==> src/rtl/rx_sequencer.sv <==
// rx_sequencer: oversampling asynchronous serial receiver with a one-deep holding register.
// Define RX_PARITY_CHECK_EN to add an even-parity bit between the data bits and the stop bit.
module rx_sequencer #(
    parameter int OVERSAMPLE = 16,
    parameter int DATA_BITS  = 8
) (
    input  logic       clk,
    input  logic       rst,
    input  logic       enable,
    input  logic       rxd,
    output logic       shift,
    output logic [7:0] data,
    output logic       valid,
    input  logic       ack,
    output logic       frame_err,
    output logic       overrun,
    output logic       parity_err,
    output logic       busy
);

    localparam int TICK_W = $clog2(OVERSAMPLE);
    localparam int IDX_W  = (DATA_BITS > 1) ? $clog2(DATA_BITS) : 1;

    localparam logic [TICK_W-1:0] TICK_HALF = TICK_W'(OVERSAMPLE / 2 - 1);
    localparam logic [TICK_W-1:0] TICK_LAST = TICK_W'(OVERSAMPLE - 1);
    localparam logic [IDX_W-1:0]  IDX_LAST  = IDX_W'(DATA_BITS - 1);

    localparam logic [2:0] S_IDLE   = 3'd0;
    localparam logic [2:0] S_START  = 3'd1;
    localparam logic [2:0] S_DATA   = 3'd2;
    localparam logic [2:0] S_STOP   = 3'd3;
`ifdef RX_PARITY_CHECK_EN
    localparam logic [2:0] S_PARITY = 3'd4;
`endif

    // Line synchronizer plus one extra flop for falling-edge detection.
    logic sync_reg;
    logic rxs_reg;
    logic rxs_prev_reg;
    logic fall;

    always_ff @(posedge clk or negedge rst) begin
        if (!rst) begin
            sync_reg     <= 1'b1;
            rxs_reg      <= 1'b1;
            rxs_prev_reg <= 1'b1;
        end else begin
            sync_reg     <= rxd;
            rxs_reg      <= sync_reg;
            rxs_prev_reg <= rxs_reg;
        end
    end

    assign fall = rxs_prev_reg & ~rxs_reg;

    logic [2:0]           state_reg, state_next;
    logic [TICK_W-1:0]    tick_reg, tick_next;
    logic [IDX_W-1:0]     idx_reg, idx_next;
    logic [DATA_BITS-1:0] sr_reg, sr_next;
    logic                 shift_reg, shift_next;
    logic                 frame_done;
    logic [DATA_BITS-1:0] sr_shifted;
    logic [7:0]           sr_ext;
    logic                 perr;

    // LSB-first: each new sample enters at the top and the word moves down.
    generate
        for (genvar gi = 0; gi < DATA_BITS - 1; gi++) begin : g_sr
            assign sr_shifted[gi] = sr_reg[gi+1];
        end
    endgenerate
    assign sr_shifted[DATA_BITS-1] = rxs_reg;

    always_comb begin
        sr_ext = 8'd0;
        sr_ext[DATA_BITS-1:0] = sr_reg;
    end

`ifdef RX_PARITY_CHECK_EN
    logic par_reg, par_next;
    assign perr = ^{sr_reg, par_reg};
`else
    assign perr = 1'b0;
`endif

    always_comb begin
        state_next = state_reg;
        tick_next  = tick_reg;
        idx_next   = idx_reg;
        sr_next    = sr_reg;
        shift_next = 1'b0;
        frame_done = 1'b0;
`ifdef RX_PARITY_CHECK_EN
        par_next   = par_reg;
`endif
        if (!enable) begin
            state_next = S_IDLE;
            tick_next  = '0;
            idx_next   = '0;
            sr_next    = '0;
        end else begin
            case (state_reg)
                S_IDLE: begin
                    tick_next = '0;
                    if (fall) begin
                        state_next = S_START;
                    end
                end
                S_START: begin
                    if (tick_reg == TICK_HALF) begin
                        tick_next  = '0;
                        idx_next   = '0;
                        state_next = rxs_reg ? S_IDLE : S_DATA;
                    end else begin
                        tick_next = tick_reg + 1'b1;
                    end
                end
                S_DATA: begin
                    if (tick_reg == TICK_LAST) begin
                        tick_next  = '0;
                        sr_next    = sr_shifted;
                        shift_next = 1'b1;
                        if (idx_reg == IDX_LAST) begin
                            idx_next = '0;
`ifdef RX_PARITY_CHECK_EN
                            state_next = S_PARITY;
`else
                            state_next = S_STOP;
`endif
                        end else begin
                            idx_next = idx_reg + 1'b1;
                        end
                    end else begin
                        tick_next = tick_reg + 1'b1;
                    end
                end
`ifdef RX_PARITY_CHECK_EN
                S_PARITY: begin
                    if (tick_reg == TICK_LAST) begin
                        tick_next  = '0;
                        par_next   = rxs_reg;
                        state_next = S_STOP;
                    end else begin
                        tick_next = tick_reg + 1'b1;
                    end
                end
`endif
                S_STOP: begin
                    if (tick_reg == TICK_LAST) begin
                        tick_next  = '0;
                        frame_done = 1'b1;
                        // A start edge coinciding with completion must not be lost.
                        state_next = fall ? S_START : S_IDLE;
                    end else begin
                        tick_next = tick_reg + 1'b1;
                    end
                end
                default: begin
                    state_next = S_IDLE;
                    tick_next  = '0;
                    idx_next   = '0;
                end
            endcase
        end
    end

    always_ff @(posedge clk or negedge rst) begin
        if (!rst) begin
            state_reg <= S_IDLE;
            tick_reg  <= '0;
            idx_reg   <= '0;
            sr_reg    <= '0;
            shift_reg <= 1'b0;
`ifdef RX_PARITY_CHECK_EN
            par_reg   <= 1'b0;
`endif
        end else begin
            state_reg <= state_next;
            tick_reg  <= tick_next;
            idx_reg   <= idx_next;
            sr_reg    <= sr_next;
            shift_reg <= shift_next;
`ifdef RX_PARITY_CHECK_EN
            par_reg   <= par_next;
`endif
        end
    end

    logic [7:0] data_reg;
    logic       valid_reg;
    logic       frame_err_reg;
    logic       overrun_reg;
    logic       parity_err_reg;

    // Holding register: a completed frame loads only if the previous one is gone or leaving.
    always_ff @(posedge clk or negedge rst) begin
        if (!rst) begin
            data_reg       <= 8'd0;
            valid_reg      <= 1'b0;
            frame_err_reg  <= 1'b0;
            overrun_reg    <= 1'b0;
            parity_err_reg <= 1'b0;
        end else begin
            if (frame_done && (!valid_reg || ack)) begin
                data_reg       <= sr_ext;
                valid_reg      <= 1'b1;
                frame_err_reg  <= ~rxs_reg;
                parity_err_reg <= perr;
            end else if (valid_reg && ack) begin
                valid_reg <= 1'b0;
            end

            if (frame_done && valid_reg && !ack) begin
                overrun_reg <= 1'b1;
            end else if (valid_reg && ack) begin
                overrun_reg <= 1'b0;
            end
        end
    end

    assign shift      = shift_reg;
    assign data       = data_reg;
    assign valid      = valid_reg;
    assign frame_err  = frame_err_reg;
    assign overrun    = overrun_reg;
`ifdef RX_PARITY_CHECK_EN
    assign parity_err = parity_err_reg;
`else
    assign parity_err = 1'b0;
`endif
    assign busy       = (state_reg != S_IDLE);

endmodule

==> config.mk <==
export PLATFORM = sky130hd
export DESIGN_NAME = rx_sequencer
export DESIGN_NICKNAME = d
export VERILOG_FILES = /design/src/rtl/rx_sequencer.sv
export SDC_FILE = /design/constraint.sdc
export NUM_CORES = 1
export LEC_CHECK = 0
export CAP_MARGIN = 20
export CORE_AREA = 2 2 83 85
export CTS_CLUSTER_SIZE = 12
export DETAILED_ROUTE_END_ITERATION = 12
export DIE_AREA = 0 0 85 87
export DONT_BUFFER_PORTS = 1
export GPL_ROUTABILITY_DRIVEN = 0
export GPL_TIMING_DRIVEN = 0
export HOLD_SLACK_MARGIN = 0.15
export PLACE_DENSITY_LB_ADDON = 0.2
export RECOVER_POWER = 50
export SYNTH_ARGS = -nofsm -noshare
export SYNTH_HDL_FRONTEND = slang
export SYNTH_SLANG_ARGS = --single-unit
==> constraint.sdc <==
create_clock -name clk -period 1.96 [get_ports clk]
set_input_delay 0.49 -clock clk [delete_from_list [all_inputs] [get_ports clk]]
set_output_delay 0.49 -clock clk [all_outputs]
set_load 0.01 [all_outputs]
==> results.cfg <==
[status]
outcome = finished, final reports clean

[power]
power_density_nw_per_um2 = 918
peakVddDrop_mv = 0.342
power_mw = 1.51
p_leak_nw = 0.793

[synth]
synthFlopType = dfrtp_1
synth-edff-count = 0
synth_area_leaders = dfrtp_1, mux2_2, ha_1
synth_fp_nets = 129
synthDistinctLibCells = 34
ys_ff_latch = 32
syn_avg_cell_area_um2 = 12.3
yosysWarningCount = 0
ys_seq_area_share_pct = 56.0
synth-async-reset-ratio_pct = 100
synthCells = 117
synth_area_um2 = 1440
yosys.area.top_type = dfrtp_1
synthDominantCellAreaShare_pct = 50.5

[sta]
skew_ps = 9.23
slew_headroom_pct = 46.9
rsz0062_at_grt = no
fin_crit_sh_pct = 87.7
max_freq_ghz = 0.582
setup_viol = 0
drv_slew = 0
period_minus_slack_ps = 1720
hold_viol_final = 0
worst_pin_slew_ps = 797
tns_ps = 0

[setup_path]
crit_arrival_ps = 1880
crit_path_end_kind = flop
critical_path_class = reg -> reg
regToRegSetupSlack_ps = 240
cp.required_ps = 2120
worstSetupStartpointType = flop
worstPathMaxFanout = 10
r2r-start = state_reg[0]
reg2reg_depth = 6
reg2reg_to = state_reg[0]

[floorplan]
initial_utilization_pct = 21.9
core_area_um2 = 6570
die_x_um = 85
top_level_ports = 19
die_area_um2 = 7400
die_h_um = 87
fp-row-count = 30

[route]
drc = 0
post_drt_wl_per_cell_um = 14.1
num_vias = 941
drtAntennaViolNets = 0
drt-initial-drc-count = 29
drt_wl_total_um = 2920
vias_per_cell = 4.55
first_pass_iters = 4

[hold_path]
min-delay-start = rxd
hold_class = in -> reg
holdPathStages = 0
hold_path_end = sync_reg

[cells_and_area]
fin_area_um2 = 1650
layout-drive-gt1-share_pct = 18.9
area_delta_synth_final_pct = 14.5
diodes = 0
fin_cells = 207
final_common_cell = dfrtp_1
layout.nets = 138
mostFrequentLayoutCells = dfrtp_1, mux2_2, a22o_1

[clock_tree]
tritoncts = built
clock_latency_ps = 280
cts_resized = 0
clock_sinks = 32
cts_buffers = 5
cts.clk_slew.worst_paths_ps = 70
htreeDepth = 2
post_cts_buffers = 0
cts_hold_buf = 2
cts_root_buf = clkbuf_8
cts_max_path_buffers = 2

[grt]
grt_pass1_wl_um = 5080
grt_pass1_vias = 1038
grt_max_degree = 33
grt-ovfl-total = 0
antenna_found_initial = 0
track_usage_pct = 8.94

[placed_design]
hpwl_um = 2060
dpl_cell_area_um2 = 1540
port-buffer-count = 0
dp.cells = 197

[job]
drv_cap = 0
[stage by stage]
| stage | hold slack (ps) | utilization (%) | setup slack (ps) |
|---|---|---|---|
| after floorplan | 194 | - | 398 |
| after global placement | 195 | 23.4 | 267 |
| after detailed placement | 196 | 23.4 | 244 |
| after CTS | 188 | 25.3 | 231 |
| after global routing | 178 | 25.0 | 135 |
| final | 198 | 25.0 | 241 |
[layer usage]
| metal | vias to the layer above | GRT usage, % | routed length [um] |
|---|---|---|---|
| met5 | - | 0 | 0 |
| met4 | 0 | 4.33 | 57 |
| met3 | 7 | 3.79 | 245 |
| met2 | 27 | 14.8 | 1430 |
| met1 | 468 | 9.87 | 1190 |
| li1 | 439 | - | - |
[worst max-delay path, cell delays in order (launching register included)]
cell	delay, ps
dfrtp_1	380
inv_1	80
ha_1	190
clkbuf_1	220
a211o_1	340
a31o_2	260
mux2i_1	120
[worst max path at each step]
| stage | start | to | slack, ps | cells past startpoint |
|---|---|---|---|---|
| floorplan | state_reg[0] | state_reg[0] | 400 | 6 |
| global placement | state_reg[0] | state_reg[0] | 270 | 6 |
| detailed placement | state_reg[0] | state_reg[0] | 240 | 6 |
| CTS | state_reg[0] | state_reg[0] | 230 | 6 |
| global route | state_reg[0] | state_reg[0] | 130 | 6 |
| finish | state_reg[0] | state_reg[0] | 240 | 6 |
[layout make-up]
| cell class | count | area [um2] |
|---|---|---|
| sequential | 32 | 805 |
| clock inverter | 1 | 7.51 |
| fill | 689 | 4920 |
| timing repair buffer | 2 | 15.0 |
| buffer | 5 | 25.0 |
| inverter | 7 | 26.3 |
| clock buffer | 7 | 86.3 |
| tap | 80 | 100 |
| multi-input combinational | 73 | 581 |
[power by group]
| group | switching (mW) | internal, mW |
|---|---|---|
| logic | 0.175 | 0.107 |
| registers | 0.0196 | 0.687 |
| clock network | 0.237 | 0.285 |
[Yosys cell counts, types with 2 or more instances]
master	number
dfrtp_1	29
a22o_1	8
mux2_2	8
ha_1	7
inv_1	7
nand2_1	7
nor2b_1	4
dfstp_2	3
nand3_1	3
nor2_1	3
nor3_1	3
o22ai_1	3
a21oi_1	2
and3_1	2
buf_2	2
clkbuf_1	2
mux2i_1	2
nand4b_1	2
o21a_1	2
o21ai_0	2
o311a_1	2
xor2_1	2
[cell families (layout without fill, tap and decap cells)]
| kind of cell | after synthesis | in the layout | synth area share, % |
|---|---|---|---|
| other cells | 1 | 1 | 0.261 |
| fa+ha+maj | 7 | 7 | 6.10 |
| flops | 32 | 32 | 56.0 |
| xor+xnor | 2 | 2 | 1.22 |
| mux | 10 | 10 | 7.67 |
| simple gates | 28 | 28 | 11.4 |
| buf+inv | 12 | 22 | 3.57 |
| compound gates | 25 | 25 | 13.8 |
Note: power is estimated with default switching activity, not from simulation.
